## config.mk

```make
export PLATFORM = sky130hd
export DESIGN_NAME = fwd_hazard_unit
export DESIGN_NICKNAME = d
export VERILOG_FILES = /design/src/rtl/mips_pkg.sv /design/src/rtl/fwd_sel.sv /design/src/rtl/fwd_hazard_unit.sv
export SDC_FILE = /design/constraint.sdc
export NUM_CORES = 1
export LEC_CHECK = 0
export ABC_AREA = 1
export CORE_AREA = 3 3 78 80
export DETAILED_ROUTE_END_ITERATION = 16
export DIE_AREA = 0 0 81 83
export PLACE_DENSITY_LB_ADDON = 0.2
export REMOVE_ABC_BUFFERS = 1
export SYNTH_ARGS = -nofsm -noshare
export SYNTH_HDL_FRONTEND = slang
export SYNTH_HIERARCHICAL = 1
export SYNTH_SLANG_ARGS = --single-unit
```

## constraint.sdc

```tcl
create_clock -name clock -period 2.3 [get_ports clock]
set_clock_uncertainty 0.15 [all_clocks]
set_input_delay 0.69 -clock clock [delete_from_list [all_inputs] [get_ports clock]]
set_output_delay 0.69 -clock clock [all_outputs]
set_load 0.02 [all_outputs]
```

## src/rtl/mips_pkg.sv

```systemverilog
// Shared MIPS pipeline definitions: opcodes, forward-select codes, shadow slot
// type and the instruction decode used by the hazard/forwarding control.
package mips_pkg;

  localparam int RN_W = 5;

  localparam logic [5:0] ALUop   = 6'b000000;
  localparam logic [5:0] LW      = 6'b100011;
  localparam logic [5:0] SW      = 6'b101011;
  localparam logic [5:0] ADD_IMM = 6'b001000;
  localparam logic [5:0] Jop     = 6'b000010;
  localparam logic [5:0] JALop   = 6'b000011;

  localparam logic [1:0] FWD_RF  = 2'b00;
  localparam logic [1:0] FWD_WB  = 2'b01;
  localparam logic [1:0] FWD_MEM = 2'b10;

  typedef struct packed {
    logic            wr;
    logic [RN_W-1:0] dst;
    logic            is_load;
  } slot_t;

  typedef struct packed {
    logic            reads_rs;
    logic            reads_rt;
    logic            wr;
    logic [RN_W-1:0] dst;
    logic            is_load;
  } dec_t;

  function automatic dec_t decode(input logic [5:0]      op,
                                  input logic [RN_W-1:0] rt,
                                  input logic [RN_W-1:0] rd);
    dec_t d;
    d = '0;
    case (op)
      ALUop:   begin d.reads_rs = 1'b1; d.reads_rt = 1'b1; d.wr = 1'b1; d.dst = rd; end
      LW:      begin d.reads_rs = 1'b1; d.wr = 1'b1; d.dst = rt; d.is_load = 1'b1; end
      ADD_IMM: begin d.reads_rs = 1'b1; d.wr = 1'b1; d.dst = rt; end
      SW:      begin d.reads_rs = 1'b1; d.reads_rt = 1'b1; end
      JALop:   begin d.wr = 1'b1; d.dst = 5'd31; end
      default: d = '0;
    endcase
    // r0 is hardwired: a write to it never produces a value worth tracking
    if (d.dst == '0) begin
      d.wr      = 1'b0;
      d.is_load = 1'b0;
    end
    return d;
  endfunction

endpackage

```

## src/rtl/fwd_sel.sv

```systemverilog
// Forward-select for one EX operand: youngest in-flight producer of the
// source register wins; WB needs no forward since the register file is write-first.
module fwd_sel
  import mips_pkg::*;
#(
  parameter int AW = RN_W
) (
  input  logic [AW-1:0] src,
  input  logic          used,
  input  slot_t         ex,
  input  slot_t         mem,
  output logic [1:0]    sel
);

  logic unused_ld;
  assign unused_ld = ex.is_load ^ mem.is_load;

  always_comb begin
    sel = FWD_RF;
    if (used) begin
      if (ex.wr && (ex.dst == src))        sel = FWD_MEM;
      else if (mem.wr && (mem.dst == src)) sel = FWD_WB;
    end
  end

endmodule

```

## src/rtl/fwd_hazard_unit.sv

```systemverilog
// ID/EX-side forwarding and load-use hazard control for the 5-stage MIPS pipe.
// Define FWD_STATS_EN to add saturating stall/forward statistics counters.
//
// state    | meaning
// RUN      | normal issue
// LU_STALL | one bubble inserted; the producing LW now sits in MEM
module fwd_hazard_unit
  import mips_pkg::*;
#(
  parameter int REG_AW = 5,
  parameter int CNT_W  = 16
) (
  input  logic        clock,
  input  logic        reset_n,
  input  logic        pipe_en,
  input  logic        id_valid,
  input  logic [31:0] id_ir,
  input  logic        flush,
  output logic [1:0]  fa,
  output logic [1:0]  fb,
  output logic        stall,
  output logic        ex_bubble
`ifdef FWD_STATS_EN
  ,
  output logic [CNT_W-1:0] stall_cnt,
  output logic [CNT_W-1:0] fwd_cnt
`endif
);

  typedef enum logic {RUN, LU_STALL} state_t;

  state_t      state_q, state_n;
  slot_t       ex_q, mem_q, wb_q;
  dec_t        dec;
  logic [4:0]  rs, rt;
  logic [1:0]  fa_n, fb_n;
  logic        issue;
  logic        hit_rs, hit_rt;

  assign rs  = id_ir[25:21];
  assign rt  = id_ir[20:16];
  assign dec = decode(id_ir[31:26], rt, id_ir[15:11]);

  logic unused_ir;
  assign unused_ir = ^id_ir[10:0];

  assign hit_rs = dec.reads_rs && (rs == ex_q.dst);
  assign hit_rt = dec.reads_rt && (rt == ex_q.dst);
  assign stall  = id_valid && !flush && ex_q.wr && ex_q.is_load && (hit_rs || hit_rt);
  assign issue  = id_valid && !flush && !stall;

  fwd_sel #(.AW(REG_AW)) u_sel_a (
    .src  (rs),
    .used (dec.reads_rs),
    .ex   (ex_q),
    .mem  (mem_q),
    .sel  (fa_n)
  );

  fwd_sel #(.AW(REG_AW)) u_sel_b (
    .src  (rt),
    .used (dec.reads_rt),
    .ex   (ex_q),
    .mem  (mem_q),
    .sel  (fb_n)
  );

  always_ff @(posedge clock or negedge reset_n) begin
    if (!reset_n) begin
      ex_q      <= '0;
      mem_q     <= '0;
      wb_q      <= '0;
      fa        <= FWD_RF;
      fb        <= FWD_RF;
      ex_bubble <= 1'b1;
    end else if (pipe_en) begin
      wb_q  <= mem_q;
      mem_q <= ex_q;
      if (issue) begin
        ex_q      <= '{wr: dec.wr, dst: dec.dst, is_load: dec.is_load};
        fa        <= fa_n;
        fb        <= fb_n;
        ex_bubble <= 1'b0;
      end else begin
        ex_q      <= '0;
        fa        <= FWD_RF;
        fb        <= FWD_RF;
        ex_bubble <= 1'b1;
      end
    end
  end

  logic unused_wb;
  assign unused_wb = ^wb_q;

  always_ff @(posedge clock or negedge reset_n) begin
    if (!reset_n) state_q <= RUN;
    else          state_q <= state_n;
  end

  always_comb begin
    state_n = state_q;
    case (state_q)
      RUN:      if (stall && pipe_en) state_n = LU_STALL;
      LU_STALL: if (pipe_en)          state_n = RUN;
      default:  state_n = RUN;
    endcase
  end

`ifdef FWD_STATS_EN
  always_ff @(posedge clock or negedge reset_n) begin
    if (!reset_n) begin
      stall_cnt <= '0;
      fwd_cnt   <= '0;
    end else if (pipe_en) begin
      if (stall && !(&stall_cnt)) stall_cnt <= stall_cnt + 1'b1;
      if (issue && ((fa_n != FWD_RF) || (fb_n != FWD_RF)) && !(&fwd_cnt))
        fwd_cnt <= fwd_cnt + 1'b1;
    end
  end
`else
  logic [CNT_W-1:0] unused_cnt;
  assign unused_cnt = '0;
`endif

  // The bubble behind a load guarantees these never fire in a legal pipeline
  always @(posedge clock) begin
    if (reset_n) begin
      assert (!(state_q == LU_STALL && stall));
      assert (!(pipe_en && issue && ex_q.is_load &&
                ((fa_n == FWD_MEM) || (fb_n == FWD_MEM))));
      assert (!(wb_q.is_load && !wb_q.wr) && !(wb_q.wr && (wb_q.dst == '0)));
    end
  end

endmodule

```

# Word-level counts from Yosys, hierarchy flattened
# Cells that the tools add are included.
# W data, S select, Z words.
# totals
register_bits,18
input_bits,37
word_cells,53
# op_classes
n_mux,16
reduce_logical,19
eq_ne,10
# op_table
op,n
$eq A5 B5 Y1,6
$pmux W6 S3,1
$eq A6 B6 Y1 const B,2
$mux W2,6
$logic_and A1 B1 Y1,11
$mux W1,8
$mux W7,1
$eq A6 B2 Y1 const B,1
$eq A6 B4 Y1 const B,1
$logic_not A6 Y1,1
$logic_not A5 Y1,1
$reduce_or A2 Y1,2
$reduce_or A4 Y1,1
$logic_not A1 Y1,2
$logic_or A1 B1 Y1,1

# Depth between registers and ports, before layout
# depth
ltp_word,9
ltp_mapped,12
mapped_depth_nobuf,12

# Modules after synthesis
# The synthesis kept the hierarchy.
# modules_own_cells
mod,area_each_um2,instances,cells_each,seq_area_each_um2
fwd_hazard_unit,1176.1,1,158,476.7
fwd_sel,222.7,2,56,0.0

# Worst setup path after synthesis
# OpenSTA, ideal clock, no wires.
# synth_timing
path_kind,input-to-output
startpoint,input port id_ir[31]
endpoint,output port stall
arrival_time_ps,1507
path_slack_ps,-47
cell_stages,7
t_required_ps,1460
path_cell_list,nor2_2 > nand3_2 > nand2_4 > nand3_2 > nand2_2 > nand2_2 > inv_1
# synth_lines
element,line_no,text
start: declaration,fwd_hazard_unit.sv:17,"input logic [31:0] id_ir,"
end: declaration,fwd_hazard_unit.sv:21,"output logic stall,"

# Worst setup path in the final report
# layout_timing
startpoint,input port id_ir[26]
endpoint,output port stall
# layout_between
elab_chain_len,6
word_cells_on_any_way,12
classes_between,eq/ne: 3; mux: 2; reduce/logical: 7
# layout_rtl
element,line_no,text
$eq A6 B6 Y1 (tied with other cells),mips_pkg.sv:37,case (op)
$reduce_or A4 Y1 (no source line) or $reduce_or A2 Y1 (tied branches),-,
$mux W1,mips_pkg.sv:37,
"$logic_and A1 B1 Y1, on equally long branches","fwd_hazard_unit.sv:47, fwd_hazard_unit.sv:48",
$logic_or A1 B1 Y1 (*),fwd_hazard_unit.sv:49,assign stall = id_valid && !flush && ex_q.wr && ex_q.is_load && (hit_rs || hit_rt);
$logic_and A1 B1 Y1 (*),fwd_hazard_unit.sv:49,
# Mark *: on every way between the ends. The rest lies on a longest branch, timed or not.

==> results_dict.tcl <==
set metrics [dict create \
    critPathMaxFanout 3 \
    setup_viol 1 \
    syn-cell-area_mm2 0.00159 \
    root_buffer "clkbuf_8" \
    r2r_slack_ns 0.62 \
    worstSetupEndpointType "primary output" \
    status "finished, violations left" \
    gr-total-overflow 0 \
    grt_start_max_net_pins 22 \
    p_leak_nw 1.23 \
    io_pins 43 \
    cts_tree "yes" \
    r2r_end "ex_q[2]" \
    grt_setup_unrepaired "true" \
    cts_hold_buf 0 \
    worstPathRequired_ns 1.46 \
    arrival_ns 1.51 \
    nets 373 \
    vias 1721 \
    fmax_ghz 0.425 \
    startpoint_type "primary input" \
    clk_pin_slew_worst_paths_ns 0.08 \
    grt_first_pass_wirelength_um 6970 \
    peakVddDrop_v 0.000183 \
    relSlewSlack 0.820 \
    grt_antenna_before_repair 0 \
    drc 0 \
    min_to "ex_bubble" \
    totalWireLength_um 3940 \
    drv_cap 0 \
    h-tree-depth 1 \
    whs_path_depth 2 \
    netSwitchingPower_mw 0.219 \
    syn_area_per_cell_um2 5.96 \
    hold_viol_final 0 \
    finalCriticalPeriod_ns 2.35 \
    start_util 0.290 \
    dp_hpwl_um 3070 \
    p_int_mw 0.572 \
    design.core.area_mm2 0.00547 \
    die_area_mm2 0.00672 \
    ys_warn_count 6 \
    n_antenna_cell 0 \
    p_per_area_mw_per_mm2 331 \
    rows 27 \
    setup_slack_ns -0.0514 \
    firstDrtPassIters 4 \
    utilization 0.436 \
    comb_power_share 0.251 \
    holdWs_ns 0.334 \
    pwr-share-seq 0.415 \
    finalWeightedCongestion 0.771 \
    rr_worst_depth 8 \
    post_drt_wl_per_cell_um 9.67 \
    grt_pass1_vias 1637 \
    drt-initial-drc-count 42 \
    p_sw_frac 0.277 \
    violations "setup timing" \
    path_class "in2out" \
    slew_viol_final 0 \
    numClockSinks 18 \
    syn_to_final_growth_pct 50.5 \
    p_total_mw 0.790 \
    clockPowerShare 0.333 \
    min_from "ex_bubble" \
    crit_start "id_ir[26]" \
    cts.path.max_buffers 2 \
    drive_above_1_share 0.316 \
    track_usage 0.129 \
    cts_buffers 3 \
    fp.dieH_um 83 \
    viasPerCell 4.23 \
    insertion_delay_ns 0.25 \
    fin_crit_sh 1.02 \
    io_buffers 31 \
    die_w_um 81 \
    syn-instance-count 266 \
    min_path_type "reg2reg" \
    timing.rr.start "ex_q[4]" \
    worst_pin_slew_ns 0.269 \
    postRouteAntennaNets 0 \
]
-- placed cells by master, fill, tap and decap left out --
cell type        instances
nand3_2                  5
inv_1                   41
a21oi_4                  1
clkdlybuf4s15_1          1
clkbuf_8                 4
clkdlybuf4s50_1         12
o21ai_2                  5
buf_2                    6
dfrtp_1                 12
buf_6                   10
dfstp_2                  1
nand3_1                 15
a21oi_1                  2
dfrtp_2                  5
inv_2                    5
xor2_2                   2
nand2_1                107
nand3_4                  2
o21ai_0                  3
nand2_4                  3
xnor2_2                  1
dlygate4sd2_1            2
nor2_1                  28
nor2_2                   5
xor2_1                   5
xnor2_1                  1
nand2_2                  6
buf_4                   38
nor2_4                   7
-- state kept, by name (all words and copies together) (netlist names) --
| name | count |
|---|---|
| fa | 2 |
| ex_q | 7 |
| mem_q | 6 |
| fb | 2 |
| ex_bubble | 1 |
-- final cells by class --
| cell class | instances | area, um2 |
|---|---|---|
| clock buffers | 4 | 55.1 |
| fillers | 614 | 3090 |
| inverters | 46 | 173 |
| multi-input cells | 198 | 1030 |
| flip-flops and latches | 18 | 458 |
| well taps | 72 | 90.1 |
| repair buffers | 69 | 576 |
-- critical path: stages --
cell     delay, ns
buf_2         0.12
nor2_4        0.15
nand3_2       0.11
nand2_4       0.09
nor2_4        0.05
nor2_4        0.08
nand2_2       0.07
inv_2         0.05
buf_6         0.10
-- stage by stage --
stage	instances	instance area (um2)	TNS (ns)	setup slack [ns]
6_report	407	2390	-0.0514	-0.0514
5_1_grt	407	2390	-0.120	-0.120
4_1_cts	403	2320	-0.0654	-0.0654
3_5_place_dp	395	2190	-2.54	-1.01
3_3_place_gp	395	2190	-2.46	-0.997
2_1_floorplan	262	1570	-0.0471	-0.0471
-- worst max path at each step --
stage / to / slack [ns] / cells after the start
after floorplan: stall / -0.05 / 7
after global placement: stall / -1.0 / 10
after detailed placement: stall / -1.01 / 10
after CTS: stall / -0.07 / 9
after global routing: stall / -0.12 / 10
final: stall / -0.05 / 9
-- power groups by stage --
stage / Sequential (mW) / Clock [mW] / Combinational, mW
5_1_grt: 0.329 / 0.281 / 0.221
3_5_place_dp: 0.334 / 0 / 0.186
4_1_cts: 0.328 / 0.267 / 0.194
2_1_floorplan: 0.336 / 0 / 0.0728
6_report: 0.328 / 0.264 / 0.199
3_3_place_gp: 0.334 / 0 / 0.185
-- layer usage --
metal | up-vias | GRT usage | wire, um
met3 | 2 | 0.0141 | 125
li1 | 924 | - | -
met1 | 765 | 0.162 | 1810
met5 | - | 0 | 0
met4 | 0 | 0.0430 | 41
met2 | 30 | 0.226 | 1960
-- what timing repair did --
item / 4_1_cts / 5_1_grt
pin swaps: 23 / 11
endpoints found under the setup margin: 1 / 1
gates resized for setup: 99 / 9
buffers inserted: 4 / 4
Power figures use the tool's default switching activity.
